<file path="src/rtl/step_sequencer_pkg.sv">
// Shared definitions for the step sequencer: sizing, FSM encoding and the
// pattern entry record stored per step.
package step_sequencer_pkg;

  localparam int STEPS  = 8;
  localparam int NOTE_W = 7;
  localparam int STEP_W = $clog2(STEPS);

  typedef enum logic {
    ST_IDLE = 1'b0,
    ST_RUN  = 1'b1
  } seq_state_t;

  typedef struct packed {
    logic [NOTE_W-1:0] note;
    logic              active;
  } pat_entry_t;

endpackage

</file>
<file path="src/rtl/seq_pattern_ram.sv">
// Pattern store: one register entry per step, single write port and an
// asynchronous read port, so a same-cycle write is seen only after the edge.
module seq_pattern_ram
  import step_sequencer_pkg::*;
#(
  parameter int DEPTH = STEPS,
  parameter int AW    = $clog2(DEPTH)
) (
  input  logic                         clk,
  input  logic                         rst,
  input  logic                         wr_en,
  input  logic [AW-1:0]                wr_addr,
  input  logic [$bits(pat_entry_t)-1:0] wr_data,
  input  logic [AW-1:0]                rd_addr,
  output logic [$bits(pat_entry_t)-1:0] rd_data
);

  pat_entry_t mem [DEPTH];

  always_ff @(posedge clk) begin
    if (rst) begin
      for (int i = 0; i < DEPTH; i++) begin
        mem[i] <= '0;
      end
    end else if (wr_en) begin
      mem[wr_addr] <= pat_entry_t'(wr_data);
    end
  end

  assign rd_data = mem[rd_addr];

endmodule

</file>
<file path="src/rtl/step_sequencer.sv">
// Tempo-driven step sequencer: counts tick edges per step, plays the stored
// pattern and drives a registered note/gate/strobe interface.
//
//   state   | meaning
//   --------+-----------------------------------------------------
//   ST_IDLE | stopped; ticks ignored, gate low, step/note held
//   ST_RUN  | playing; ticks counted, steps advance and wrap
module step_sequencer #(
  parameter int STEPS  = step_sequencer_pkg::STEPS,
  parameter int NOTE_W = step_sequencer_pkg::NOTE_W
) (
  input  logic                     clk,
  input  logic                     rst,
  input  logic                     tick_in,
  input  logic                     run,
  input  logic [7:0]               ticks_per_step,
  input  logic [7:0]               gate_len,
  input  logic                     wr_en,
  input  logic [$clog2(STEPS)-1:0] wr_addr,
  input  logic [NOTE_W-1:0]        wr_note,
  input  logic                     wr_active,
  output logic [NOTE_W-1:0]        note_out,
  output logic                     gate_out,
  output logic [$clog2(STEPS)-1:0] step_idx,
  output logic                     step_strobe
);
  import step_sequencer_pkg::*;

  localparam int SW = $clog2(STEPS);

  seq_state_t    state_q, state_d;
  logic          tick_prev_q;
  logic          tick_ev;
  logic [7:0]    tick_cnt_q, tick_cnt_d;
  logic [7:0]    tick_limit;
  logic          step_end;
  logic [SW-1:0] step_d;
  logic          load;
  logic          step_active_q;
  logic          active_d;
  logic          gate_d;
  pat_entry_t    wr_entry, rd_entry;

  assign tick_ev    = tick_in & ~tick_prev_q;
  assign tick_limit = (ticks_per_step == 8'd0) ? 8'd1 : ticks_per_step;
  // >= rather than == so a shortened step length ends the step on the next tick
  assign step_end   = (tick_cnt_q >= (tick_limit - 8'd1));

  always_comb begin
    state_d    = run ? ST_RUN : ST_IDLE;
    step_d     = step_idx;
    tick_cnt_d = tick_cnt_q;
    load       = 1'b0;
    if (state_q == ST_IDLE) begin
      if (run) begin
        step_d     = '0;
        tick_cnt_d = 8'd0;
        load       = 1'b1;
      end
    end else if (run && tick_ev) begin
      if (step_end) begin
        tick_cnt_d = 8'd0;
        step_d     = step_idx + 1'b1;
        load       = 1'b1;
      end else begin
        tick_cnt_d = tick_cnt_q + 8'd1;
      end
    end
  end

  assign wr_entry = '{note: wr_note, active: wr_active};
  assign active_d = load ? rd_entry.active : step_active_q;
  assign gate_d   = (state_d == ST_RUN) && active_d && (tick_cnt_d < gate_len);

  seq_pattern_ram #(
    .DEPTH (STEPS)
  ) u_pattern (
    .clk     (clk),
    .rst     (rst),
    .wr_en   (wr_en),
    .wr_addr (wr_addr),
    .wr_data (wr_entry),
    .rd_addr (step_d),
    .rd_data (rd_entry)
  );

  always_ff @(posedge clk) begin
    if (rst) begin
      state_q       <= ST_IDLE;
      tick_prev_q   <= 1'b1;
      tick_cnt_q    <= 8'd0;
      step_idx      <= '0;
      note_out      <= '0;
      step_active_q <= 1'b0;
      gate_out      <= 1'b0;
      step_strobe   <= 1'b0;
    end else begin
      state_q       <= state_d;
      tick_prev_q   <= tick_in;
      tick_cnt_q    <= tick_cnt_d;
      step_idx      <= step_d;
      step_active_q <= active_d;
      gate_out      <= gate_d;
      step_strobe   <= load;
      if (load) begin
        note_out <= rd_entry.note;
      end
    end
  end

endmodule

</file>
<file path="config.mk">
export PLATFORM = sky130hd
export DESIGN_NAME = step_sequencer
export DESIGN_NICKNAME = d
export VERILOG_FILES = /design/src/rtl/step_sequencer_pkg.sv /design/src/rtl/seq_pattern_ram.sv /design/src/rtl/step_sequencer.sv
export SDC_FILE = /design/constraint.sdc
export NUM_CORES = 1
export LEC_CHECK = 0
export CORE_MARGIN = 2
export CORE_UTILIZATION = 35
export DETAILED_ROUTE_END_ITERATION = 16
export GPL_ROUTABILITY_DRIVEN = 1
export SYNTH_ARGS = -nofsm -noshare
export SYNTH_HDL_FRONTEND = slang
export SYNTH_SLANG_ARGS = --single-unit
</file>
<file path="constraint.sdc">
create_clock -name clk -period 6.08 [get_ports clk]
set_input_delay 0.912 -clock clk [delete_from_list [all_inputs] [get_ports clk]]
set_output_delay 0.912 -clock clk [all_outputs]
set_load 0.03 [all_outputs]
</file>
* Yosys cells after proc, flatten, opt, wreduce, memory -nomap -nowiden
Memories as Yosys holds them, arrays and structs flattened.
Cells that the tools add are included.
** Storage, ports and cells
- Bits in registers :: 23
- Memory bits (writable) :: 64
- Input port bits :: 32
- Output and inout port bits :: 12
- Logic and storage cells :: 43
- Memories :: 1
** Cells by class
- Add/subtract/negate cells :: 3
- $lt $le $gt $ge :: 2
- Mux-type cells :: 22
- Bitwise logic cells :: 2
- Reduce and logical (&&, ||, !) cells :: 5
** Memories
- u_pattern.mem :: depth 8, width 8, rd ports 1, clocked after Yosys merged registers in 0, wr ports 8, RTL line seq_pattern_ram.sv:18 : pat_entry_t mem [DEPTH];
** Operators with widths (number)
- $mux W8 :: 6
- $mux W3 :: 5
- $mux W1 :: 11
- $add A8 B1 Y8 const B :: 1
- $ge A8 B8 Y1 :: 1
- $logic_not A8 Y1 :: 1
- $lt A8 B8 Y1 :: 1
- $reduce_or A8 Y1 :: 1
- $sub A8 B1 Y8 const B :: 1
- $add A3 B1 Y3 const B :: 1
- $logic_and A1 B1 Y1 :: 3
- $and A1 B1 Y1 :: 1
- $not A1 Y1 :: 1

* Depth between registers and ports, before layout
Gate-level depths: netlist of run 1.
An unclocked memory read counts as a cell.
- Depth in word-level cells :: 11
- Mapped depth :: 21
- Gate-level depth less buffers :: 19

* By module
A second synthesis of run 1 with hierarchy kept.
** Second synthesis, totals
- Cell total of the unflattened synthesis :: 377
- Area, all modules :: 4553.1 um2
** By module, submodules not included
- seq_pattern_ram :: instances 1, cells each 193, area an instance 2991.6 um2, seq. area each 1921.8 um2
- step_sequencer :: instances 1, cells each 184, area an instance 1561.5 um2, seq. area each 460.4 um2

* Worst setup path before layout of run 1
OpenSTA, ideal clock, no wires.
- Path type :: input port to flip-flop
- Start point :: input port ticks_per_step[2]
- End point :: register gate_out
- Setup time :: 0.096 ns
- Data arrival time :: 4.573 ns
- Data required time :: 5.984 ns
- Path slack :: 1.411 ns
- Stages on the path :: 20
- Buffers on the path :: 2
- Cells stage by stage :: nor4_1 -> nand2_1 -> nor2_1 -> nor2_1 -> ha_1 -> nand2_1 -> xor2_1 -> ha_1 -> nand2_1 -> o21ai_1 -> a31o_2 -> buf_1 -> nand2_1 -> nand2_1 -> clkbuf_1 -> nor2_1 -> ha_1 -> a21o_1 -> a2111o_1 -> nor4b_1
** On the way
- Elaborated cells on any way between the ends :: 18
- Those cells by class :: 1 x add/sub; 2 x order compare; 11 x mux; 3 x reduce/logical; 1 x memory
** RTL lines
- start, declared :: RTL line step_sequencer.sv:16 : input logic [7:0] ticks_per_step,
- $logic_not A8 Y1 :: RTL line step_sequencer.sv:45 : assign tick_limit = (ticks_per_step == 8'd0) ? 8'd1 : ticks_per_step;
- $mux W8 * :: RTL line step_sequencer.sv:45
- $sub A8 B1 Y8 * :: RTL line step_sequencer.sv:47 : assign step_end = (tick_cnt_q >= (tick_limit - 8'd1));
- $ge A8 B8 Y1 * :: RTL line step_sequencer.sv:47
- $mux W8 * :: RTL line step_sequencer.sv:61 : if (step_end) begin
- $mux W8 * :: RTL line step_sequencer.sv:60 : end else if (run && tick_ev) begin
- $mux W8 * :: RTL line step_sequencer.sv:54 : if (state_q == ST_IDLE) begin
- via tick_cnt_d[6] :: RTL line step_sequencer.sv:34 : logic [7:0] tick_cnt_q, tick_cnt_d;
- $lt A8 B8 Y1 * :: RTL line step_sequencer.sv:73 : assign gate_d = (state_d == ST_RUN) && active_d && (tick_cnt_d < gate_len);
- $logic_and A1 B1 Y1 * :: RTL line step_sequencer.sv:73
- end signal, assigned :: RTL line step_sequencer.sv:103 : gate_out <= gate_d;
- end, declared :: RTL line step_sequencer.sv:23 : output logic gate_out,
Mark *: on every way through the listed nets, which the timed path passes. The rest lies on a longest branch.
A chain may end at the register's enable or synchronous reset.

* Worst setup path in the final report of run 1
- Start point :: input port ticks_per_step[2]
- End point :: register gate_out
** On the way
- Longest elaborated chain between the ends :: 11
- Elaborated cells on any way between the ends :: 18
- Those cells by class :: 1 x add/sub; 2 x order compare; 11 x mux; 3 x reduce/logical; 1 x memory
** Ends and longest elaborated chain
- $logic_not A8 Y1 :: RTL line step_sequencer.sv:45
- $mux W8 * :: RTL line step_sequencer.sv:45
- $sub A8 B1 Y8 * :: RTL line step_sequencer.sv:47
- $ge A8 B8 Y1 * :: RTL line step_sequencer.sv:47
- $mux W3 :: RTL line step_sequencer.sv:61
- $mux W3 :: RTL line step_sequencer.sv:60
- $mux W3 :: RTL line step_sequencer.sv:54
- $mem_v2 Z8 W8
- $mux W1 :: RTL line step_sequencer.sv:72 : assign active_d = load ? rd_entry.active : step_active_q;
- $logic_and A1 B1 Y1 :: RTL line step_sequencer.sv:73
- $logic_and A1 B1 Y1 * :: RTL line step_sequencer.sv:73
Mark *: on every way between the ends. The rest lies on a longest branch, timed or not.

==> impl_metrics.env, run 1 <==
export IMPL_via_per_inst=5.72
export IMPL_worstHoldStart="note_out[3]$_SDFFE_PP0P_"
export IMPL_finalClockSkew_ps=9.11
export IMPL_max_cap_viol_count=0
export IMPL_busiest_layer="met2"
export IMPL_routed_wl_mm=14.0
export IMPL_start_util_pct=36.2
export IMPL_track_usage_pct=17.6
export IMPL_syn_area_um2=5300
export IMPL_synth_edff_count=64
export IMPL_finalCritPeriodShare_pct=80.7
export IMPL_synth_warnings=0
export IMPL_vias=4395
export IMPL_clockRootBuffer="clkbuf_16"
export IMPL_core_um2=14600
export IMPL_crit_path_end_kind="flop"
export IMPL_grt_overflow=0
export IMPL_nets=629
export IMPL_drc_errors=0
export IMPL_syn_to_final_growth_pct=16.4
export IMPL_ant_nets=0
export IMPL_clockBufferDepth=2
export IMPL_grt_pass1_wl_mm=22.3
export IMPL_finalHoldViolations=0
export IMPL_ff2ff_setup_slack_ps=2500
export IMPL_ys_types=54
export IMPL_min_period_ps=4900
export IMPL_setup_violations=0
export IMPL_powerDensity_nw_per_um2=234
export IMPL_leakage_nw=2.18
export IMPL_firstDrtPassIters=5
export IMPL_grt_pass1_vias=4129
export IMPL_slew_headroom_pct=26.6
export IMPL_r2r_start="tick_cnt_q[0]$_SDFF_PP0_"
export IMPL_place_hpwl_mm=10.0
export IMPL_antenna_found_initial=0
export IMPL_routedWlPerCell_um=18.2
export IMPL_rr_endpoint="note_out[5]$_SDFFE_PP0P_"
export IMPL_diodes=0
export IMPL_peakVddDrop_mv=0.179
export IMPL_syn_nets=607
export IMPL_gp_congestion=0.859
export IMPL_grtUsageMet3_pct=3.89
export IMPL_endpoint="gate_out$_SDFF_PP0_"
export IMPL_final_cell_area_um2=6170
export IMPL_cts_max_level=3
export IMPL_fin_setup_tns_ps=0
export IMPL_met1_usage_pct=23.9
export IMPL_grt_setup_unrepaired="false"
export IMPL_cts_sink_count=87
export IMPL_startpoint="ticks_per_step[2]"
export IMPL_critPathKind="input port to flop"
export IMPL_whs_ps=504
export IMPL_worstPathArrival_ps=5140
export IMPL_synthFlopType="edfxtp_1"
export IMPL_max_freq_mhz=204
export IMPL_cts_repair_resized=0
export IMPL_die_w_um=127
export IMPL_tightest_slew_ps=1100
export IMPL_ys_ff_latch=87
export IMPL_critPathLaunchType="input port"
export IMPL_required_ps=6310
export IMPL_dieArea_um2=16100
export IMPL_placed_cell_area_um2=5840
export IMPL_io_buffers=43
export IMPL_die_h_um=127
export IMPL_use_met2_pct=27.3
export IMPL_synth_seq_area_share_pct=44.9
export IMPL_boundaryPins=44
export IMPL_reg2regPathDepth=12
export IMPL_cts_buffers=9
export IMPL_drt_iter0_drc=490
export IMPL_drv_slew=0
export IMPL_tritoncts="done"
export IMPL_status="completed"
export IMPL_postCtsHoldBufs=0
export IMPL_cts_setup_buffers=0
export IMPL_rows=44
export IMPL_p_total_w=0.00144
export IMPL_syn_area_per_cell_um2=9.52
export IMPL_hold_class="flop to flop"
export IMPL_drive_gt1_share_pct=10.1
export IMPL_crit_fanout=15
export IMPL_syn_inst=557
export IMPL_grt_start_max_net_pins=63
export IMPL_cts_clk_slew_worst_paths_ps=60
export IMPL_async_reset_ff_share_pct=0
export IMPL_clk_latency_ps=350
## metrics by stage
stage	std cells	worst slack, ps	utilization (%)
5_1_grt	768	757	42.1
2_1_floorplan	557	1410	-
6_report	768	1180	42.1
4_1_cts	768	1200	42.1
3_3_place_gp	752	923	39.9
3_5_place_dp	752	854	39.9
## cells in the mapped netlist, drive strengths merged, types with 2 or more instances
library cell	n	area, um^2
or2	9	56.3
a221oi	8	76.3
nand2b	4	25.0
nand2	41	154
buf	15	77.6
a21oi	19	95.1
and3	3	18.8
mux2i	5	50.1
a2111o	2	22.5
dfxtp	23	460
o21ai	23	115
a31o	22	193
o22ai	30	201
xor2	8	70.1
nor3	29	175
inv	12	45.0
nand3b	2	15.0
a2111oi	7	61.3
a31oi	11	105
nor4	19	119
clkbuf	23	86.3
a211oi	2	15.0
edfxtp	64	1920
ha	18	225
nand4	5	31.3
nor2	44	165
o311a	6	60.1
xnor2	3	26.3
nand3	19	95.1
and2	67	419
## layer usage
layer | vias to the layer above | share of wire (%)
li1 | 2141 | -
met1 | 2047 | 45
met2 | 175 | 45
met3 | 32 | 7.1
met4 | 0 | 2.9
met5 | - | 0
## worst min path at each step
stage                                to  slack (ps)  cells after the start
3_3_place_gp   note_out[3]$_SDFFE_PP0P_         480                      2
2_1_floorplan       gate_out$_SDFF_PP0_         510                      2
3_5_place_dp   note_out[3]$_SDFFE_PP0P_         490                      2
6_report       note_out[3]$_SDFFE_PP0P_         500                      2
5_1_grt        note_out[5]$_SDFFE_PP0P_         530                      2
4_1_cts        note_out[3]$_SDFFE_PP0P_         510                      2
## registers in the layout (all words and copies together), names as in the netlist
register       flops
gate_out           1
note_out           7
state_q            1
step_active_q      1
step_idx           3
step_strobe        1
tick_cnt_q         8
tick_prev_q        1
u_pattern.mem     64
## cell usage in the layout, fill, tap and decap left out, types with 12 or more instances in the layout
cell type	n
nor3_1	23
ha_1	18
inv_1	12
clkdlybuf4s50_1	43
nor2_1	44
edfxtp_1	64
dfxtp_1	22
nor4_1	19
and2_1	66
nand2_1	41
a21oi_1	19
o22ai_1	29
nand3_1	19
a31o_2	16
o21ai_0	22
## where the power goes
part | internal, W | switching, W
clock network | 0.000367 | 0.000246
registers | 0.000671 | 0.0000277
logic | 0.0000551 | 0.0000747
total | 0.00109 | 0.000348
## cell type report
type | count | area, um^2
inverter | 12 | 45.0
timing repair buffer | 49 | 475
fill | 1402 | 8470
clock buffer | 10 | 229
tap | 184 | 230
clock inverter | 6 | 97.6
multi-input combinational | 420 | 2710
sequential | 87 | 2380
## critical path, stage by stage
cell and delay (ps):
clkdlybuf4s50_1 480, nor4_1 400, nand2_1 110, nor2_1 100, nor2_1 70, ha_1 220, xnor2_1 190, ha_1 260
o21ai_0 160, nand2b_1 120, a31oi_2 390, nor3_1 140, o22ai_4 410, mux2i_1 340, o22ai_1 120, or4b_1 560
nor4b_1 170
## logic make-up after synthesis
| logic type | synth area share, % |
|---|---|
| buf+inv | 3.94 |
| flops | 44.9 |
| fa+ha+maj | 4.25 |
| simple gates | 25.0 |
| xor+xnor | 1.82 |
| compound gates | 19.1 |
| mux | 0.944 |
(Power assumes the default switching activity.)
==> inputs of run 2 (changes only) <==
Clock period 6.08 ns to 5.1 ns, I/O delays scaled along.
==> run 2 against run 1 <==
Net effect: final cell count increased by 0.78%; combinational power increased by 22%; die area unchanged; largest power group unchanged.
==> impl_metrics.env, run 2 (same netlist as run 1, synthesis figures left out) <==
export IMPL_finalCritPeriodShare_pct=92.2
export IMPL_crit_path_end_kind="flop"
export IMPL_grt_start_max_net_pins=63
export IMPL_drc_errors=0
export IMPL_routedWlPerCell_um=18.5
export IMPL_clk_latency_ps=340
export IMPL_place_hpwl_mm=10.1
export IMPL_min_period_ps=4700
export IMPL_setup_ws_ps=398
export IMPL_worstPathArrival_ps=4930
export IMPL_peakVddDrop_mv=0.161
export IMPL_fin_setup_tns_ps=0
export IMPL_cts_sink_count=87
export IMPL_status="completed"
export IMPL_core_um2=14600
export IMPL_powerDensity_nw_per_um2=270
export IMPL_finalHoldViolations=0
export IMPL_tritoncts="done"
export IMPL_ant_nets=0
export IMPL_grt_overflow=0
export IMPL_via_per_inst=5.77
export IMPL_clockBufferDepth=2
export IMPL_boundaryPins=44
export IMPL_layout_commonest_cell="and2_1"
export IMPL_drive_gt1_share_pct=10.8
export IMPL_postCtsHoldBufs=0
export IMPL_leakage_nw=2.21
export IMPL_cts_repair_resized=0
export IMPL_setup_violations=0
export IMPL_reg2regPathDepth=9
export IMPL_clockRootBuffer="clkbuf_16"
export IMPL_cts_setup_buffers=0
export IMPL_grt_setup_unrepaired="false"
export IMPL_tightest_slew_ps=1110
export IMPL_critPathLaunchType="input port"
export IMPL_drv_slew=0
export IMPL_max_cap_viol_count=0
export IMPL_vias=4465
export IMPL_io_buffers=43
export IMPL_critPathKind="input port to flop"
export IMPL_slew_headroom_pct=26.2
export IMPL_min_path_cells=2
export IMPL_place_ws_ps=140
export IMPL_crit_fanout=9
export IMPL_antenna_found_initial=0
export IMPL_nets=636
export IMPL_routed_wl_mm=14.4
export IMPL_firstDrtPassIters=6
export IMPL_required_ps=5330
export IMPL_syn_to_final_growth_pct=17.3
export IMPL_cts_max_level=3
export IMPL_track_usage_pct=17.9
export IMPL_fin_util_pct=42.5
export IMPL_grt_pass1_wl_mm=22.3
export IMPL_rows=44
export IMPL_start_util_pct=36.2
export IMPL_diodes=0
export IMPL_dieArea_um2=16100
export IMPL_finalClockSkew_ps=3.94
export IMPL_die_w_um=127
export IMPL_grt_pass1_vias=4144
export IMPL_mostFrequentLayoutCells="66 x and2_1, 64 x edfxtp_1, 44 x nor2_1"
export IMPL_gp_congestion=0.866
export IMPL_fillers=1420
export IMPL_drt_iter0_drc=581
export IMPL_regMostFlops="u_pattern.mem"
export IMPL_hold_class="flop to flop"
export IMPL_cts_clk_slew_worst_paths_ps=60
export IMPL_die_h_um=127
export IMPL_largest_reg_flops=64
export IMPL_max_freq_mhz=213
export IMPL_largest_registers="u_pattern.mem: 64 flops, tick_cnt_q: 8 flops, note_out: 7 flops"
export IMPL_cts_buffers=9
==> run 2: cell count changes in the layout (fill, tap and decap cells not counted), sizes merged <==
| cell | change |
|---|---|
| buf | +7 |
| clkinv | +1 |
| inv | -2 |
==> run 2: power by group <==
part	switching [W]	internal, W	total, W
combinational	0.0000915	0.0000661	0.000158
sequential	0.0000314	0.000800	0.000831
clock	0.000266	0.000427	0.000693
total	0.000389	0.00129	0.00168
==> run 2: area by class of cell <==
cell class              instances  area [um^2]  share of cell area [%]
flip-flops and latches         87         2380                    38.3
well taps                     184          230                    3.70
clock inverters                 5         81.3                    1.31
multi-input cells             420         2710                    43.6
repair buffers                 56          541                    8.69
inverters                      12         45.0                   0.724
clock buffers                  10          229                    3.68
==> run 2: final timing paths <==
check,startpoint,endpoint,slack [ps]
worst max register to register,state_q$_SDFF_PP0_,gate_out$_SDFF_PP0_,1510
worst min-delay path,note_out[6]$_SDFFE_PP0P_,note_out[6]$_SDFFE_PP0P_,500
worst min register to register,note_out[6]$_SDFFE_PP0P_,note_out[6]$_SDFFE_PP0P_,500
worst max-delay path,ticks_per_step[2],gate_out$_SDFF_PP0_,400
==> run 2: metrics by stage <==
step           hold WS [ps]  area [um^2]  power (W)  cells
3_5_place_dp            493         5910    0.00100    759
6_report                504         6220    0.00168    774
3_3_place_gp            489         5910   0.000999    759
5_1_grt                 531         6220    0.00173    774
2_1_floorplan           505         5300   0.000919    557
4_1_cts                 508         6220    0.00169    774
==> run 2: worst max-delay path, cell delays in order <==
cell and delay, ps:
clkdlybuf4s50_1 480, nor4_1 410, nand2_1 110, nor2_1 110, nor2_1 80, ha_1 220
xnor2_1 210, ha_1 260, o21ai_0 160, nand2b_1 130, a31oi_2 360, nor3_1 140
o22ai_4 340, mux2i_1 290, o22ai_1 110, or4b_1 570, nor4b_1 170
==> run 2: metal layers <==
| layer | part of all wire, % | global-route usage [%] | wire length (um) | up-vias |
|---|---|---|---|---|
| met1 | 46 | 24.2 | 6600 | 2098 |
| met4 | 2.2 | 5.49 | 317 | 0 |
| met5 | 0 | 0 | 0 | - |
| met3 | 6.7 | 4.27 | 962 | 28 |
| li1 | - | - | - | 2156 |
| met2 | 45 | 28.5 | 6470 | 183 |
==> RTL edit 1 (settings of run 2) <==
Add an input register stage for `run`, without a reset; this delays it by one clock. The other inputs are not delayed to match.
--- a/src/rtl/step_sequencer.sv
+++ b/src/rtl/step_sequencer.sv
@@ -28,6 +28,12 @@
 
   localparam int SW = $clog2(STEPS);
 
+  logic run_q;
+
+  always_ff @(posedge clk) begin
+    run_q <= run;
+  end
+
   seq_state_t    state_q, state_d;
   logic          tick_prev_q;
   logic          tick_ev;
@@ -47,17 +53,17 @@
   assign step_end   = (tick_cnt_q >= (tick_limit - 8'd1));
 
   always_comb begin
-    state_d    = run ? ST_RUN : ST_IDLE;
+    state_d    = run_q ? ST_RUN : ST_IDLE;
     step_d     = step_idx;
     tick_cnt_d = tick_cnt_q;
     load       = 1'b0;
     if (state_q == ST_IDLE) begin
-      if (run) begin
+      if (run_q) begin
         step_d     = '0;
         tick_cnt_d = 8'd0;
         load       = 1'b1;
       end
-    end else if (run && tick_ev) begin
+    end else if (run_q && tick_ev) begin
       if (step_end) begin
         tick_cnt_d = 8'd0;
         step_d     = step_idx + 1'b1;
Formal check against the unedited RTL: not equivalent (a bounded check fails within 4 cycles, from zero or initial values and one cycle with rst high).
==> RTL edit 1 against run 2 <==
- routed wire length rose by 0.70%
- final area rose by 0.12%
- clock skew rose by 4.9 ps
- setup slack improved by 84 ps
- sequential cell count rose by 1
- final cell count rose by 0.90%
- core utilization fell by 1.0 points
- via count barely moved
- power fell by 1.8%
- synthesized area rose by 0.38%
- count of clock-buffer cells in the layout fell by 1
- critical path type unchanged
- critical endpoint unchanged
- largest power group unchanged
==> RTL edit 1: results (changes against run 2) <==
run_status:
  status: "finished, final reports clean"
yosys:
  synth_area_per_cell_um2: 9.53  # +0.20%
  syn_nets: 608  # +0.16%
  synth_seq_cells: 88  # +1.1%
  ys_seq_area_share_pct: 45.2  # +0.21 points
  synthTopCellsByArea: "edfxtp_1 (36%), dfxtp_1 (9.0%), and2_1 (7.8%)"
  synth_edf_count: 64  # unchanged
finish:
  seq_share_pct: 38.6  # +0.28 points
  buffers: 57  # +1.8%
  drive_gt1_share_pct: 11.3  # +0.45 points
  n_clock_buffer: 9  # -1
  fillerInstances: 1458  # +2.7%
  final_net_count: 638  # +0.31%
  nonClkBufAreaFrac_pct: 8.80  # +0.11 points
  clk_share_pct: 4.58  # -0.41 points
  finalNonFillerCells: 781  # +0.90%
  multi_input_area_share_pct: 43.5  # -0.053 points
global_routing:
  grt_pass1_vias: 4180  # +0.87%
  grt_use_met2_pct: 28.0  # -0.53 points
  gr-usage-met3_pct: 4.61  # +0.34 points
  gr-usage-met1_pct: 24.4  # +0.23 points
  grt_pass1_wl_um: 22600  # +1.2%
  grt_usage_pct: 18.0  # +0.13 points
detailed_routing:
  wl_met3_um: 988  # +2.7%
  drt-initial-drc-count: 396  # -32%
  drt-met1-wl_um: 6620  # +0.23%
  first_pass_iters: 5  # -1
  vias: 4464  # -0.022%
  drt-total-wl_um: 14500  # +0.70%
  dr_wl_met2_um: 6410  # -1.0%
placement:
  port_buffers: 43  # unchanged
  hpwlAfterDp_um: 10300  # +1.8%
  dp_slack_ps: 151  # +10.4 ps
  gp_congestion: 0.934  # +7.8%
  place_inst: 765  # +0.79%
pwr:
  peakVddDrop_v: 0.000158  # -2.1%
  p_int_uw: 1210  # -6.1%
  total_leakage_power_uw: 0.00221  # about the same
worst_setup_path:
  cp-startpoint: "ticks_per_step[2]"
  crit_arrival_ps: 4860  # -70 ps
  r2r_slack_ps: 1480  # -30 ps
  rr_worst_depth: 9  # unchanged
hold_path:
  min_path_type: "reg -> reg"
  holdCritStartpoint: "note_out[5]"
  min_to: "note_out[5]"
sta:
  fin_skew_ps: 8.82  # +4.88 ps
  worst_pin_slew_ps: 1130  # +23.7 ps
  fmax_mhz: 216  # +1.8%
clock_tree:
  clkSlewWorstSetupHoldPaths_ps: 70
==> RTL edit 1: cell types whose count changed after synthesis <==
| cell | delta |
|---|---|
| dfxtp_1 | +1 |
==> RTL edit 1: cell families after synthesis <==
family          Yosys count  share of synthesized area, %
buf+inv                  50                          3.93
flops                    88                          45.2
mux                       5                         0.941
compound gates          138                          19.0
simple gates            248                          24.9
xor+xnor                 11                          1.81
fa+ha+maj                18                          4.23
==> RTL edit 1: through the flow <==
stage	area [µm²]	hold slack, ps
finish	6230	505
global route	6230	537
CTS	6230	504
detailed placement	5940	494
global placement	5940	486
floorplan	5320	505
==> RTL edit 1: power groups by stage <==
stage	Combinational, µW	Clock, µW	Sequential, µW
after floorplan	78.7	0	849
after detailed placement	157	0	853
after global routing	172	692	842
after global placement	156	0	852
final	157	655	839
after CTS	158	659	837
==> RTL edit 1: tightest hold or removal path, delay by kind of cell (launching register included) <==
family	cells	cell delay [ps]
compound gates	1	50
flops	1	310
simple gates	1	100
==> RTL edit 2 (flow settings as in run 2) <==
Without the edit above. `STEPS`: 8 -> 16.
--- a/src/rtl/step_sequencer_pkg.sv
+++ b/src/rtl/step_sequencer_pkg.sv
@@ -2,7 +2,7 @@
 // pattern entry record stored per step.
 package step_sequencer_pkg;
 
-  localparam int STEPS  = 8;
+  localparam int STEPS  = 16;
   localparam int NOTE_W = 7;
   localparam int STEP_W = $clog2(STEPS);
 
Interface: changed (resized step_idx and wr_addr); port bits go from 44 to 46. No check against the original RTL was run, so the function may have changed too.
==> RTL edit 2 against run 2 <==
- final area is 49% higher
- via count grew 22%
- critical path type unchanged
- routed wire length rose by 41%
- final cell count is 35% higher
- sequential cell count up 65
- clock skew increased by 6.8 ps
- count of clock-buffer cells in the layout up 7
- critical endpoint is now note_out[0]
- power is 69% higher
- combinational power increased by 26%
- setup slack improved by 46 ps
- die area rose by 46%
- synthesized area up 48%
- sequential power grew 73%
==> RTL edit 2: results (changes against run 2) <==
finish:
  finalNonFillerCells: 1042  # +35%
  drive_gt1_share_pct: 10.1  # -0.74 points
  final_net_count: 800  # +26%
  top_regs: "u_pattern.mem x128, tick_cnt_q x8, note_out x7"
global_routing:
  grt_usage_pct: 17.5  # -0.42 points
  grt_max_degree: 34  # -46%
  grt_pass1_wl_um: 31200  # +40%
  gr-usage-met3_pct: 4.90  # +0.63 points
  gr-usage-met1_pct: 22.1  # -2.1 points
  grt_pass1_vias: 5469  # +32%
detailed_routing:
  first_pass_iters: 5  # -1
  drt-total-wl_um: 20200  # +41%
  dr_wl_met2_um: 9780  # +51%
  post_drt_via_cell_ratio: 5.23  # -9.4%
  drt-met1-wl_um: 8690  # +32%
  drt-initial-drc-count: 400  # -31%
  wl_met3_um: 1380  # +44%
clock_tree:
  cts_repair_resize_count: 0  # unchanged
  clk_latency_ps: 430  # +90 ps
  cts_made_buffers: 17  # +8
  cts.htree.levels: 4  # +1
yosys:
  synthTopCellsByArea: "edfxtp_1 (49%), and2_1 (11%), mux2i_1 (7.5%)"
  synthTopCellsByCount: "and2_1 (136), edfxtp_1 (128), nand2_1 (66), mux2i_1 (59), nor2_1 (35)"
  ys_seq_area_share_pct: 55.2  # +10 points
  synth.distinct_cells: 63  # +17%
  synth_area_per_cell_um2: 11.3  # +19%
  synth_edf_count: 128  # +100%
placement:
  gp_congestion: 0.794  # -8.3%
  port_buffers: 45  # +4.7%
  hpwlAfterDp_um: 14100  # +40%
worst_setup_path:
  cp-startpoint: "ticks_per_step[4]"
  crit_slowest_cell: "clkdlybuf4s50_1"
  path_max_fanout: 12  # +3
  critical_path.top_delay_family: "compound AO/OA/AOI/OAI gates"
sta:
  fin_skew_ps: 10.8  # +6.82 ps
  period_share_pct: 91.3  # -0.90 points
  holdWs_ps: 507  # +2.86 ps
  slew_headroom_pct: 14.8  # -11 points
pwr:
  total_leakage_power_uw: 0.00326  # +48%
  peakVddDrop_v: 0.000157  # -2.6%
  p_sw_share_pct: 24.9  # +1.8 points
run_status:
  status: "finished, final reports clean"
hold_path:
  holdPathStages: 1  # -1
## RTL edit 2: changes by cell type after synthesis, moves of 15 or more
cell,delta
a31o_2,-15
and2_1,+70
edfxtp_1,+64
mux2i_1,+54
nand2_1,+25
nor3_1,-15
nor4_1,-17
o22ai_1,-28
## RTL edit 2: cells by family after synthesis
kind of cell	share of synthesized area, %
AOI/OAI and AO/OA	9.02
xor gates and xnor gates	0.782
adders and majority gates	2.87
buffers and inverters	2.62
DFF	55.2
muxes	8.16
and+or+nand+nor	21.4
## RTL edit 2: through the flow
step | cell area, µm² | total power, µW
after global routing | 9250 | 2930
after global placement | 8690 | 1660
after CTS | 9250 | 2860
after floorplan | 7840 | 1560
after detailed placement | 8690 | 1670
final | 9250 | 2840
## RTL edit 2: area by class of cell
type	count	area [µm²]
clock buffers	17	425
clock inverters	15	135
fillers	2120	12600
inverters	13	48.8
multi-input cells	494	3310
flip-flops and latches	152	4320
well taps	280	350
repair buffers	71	658
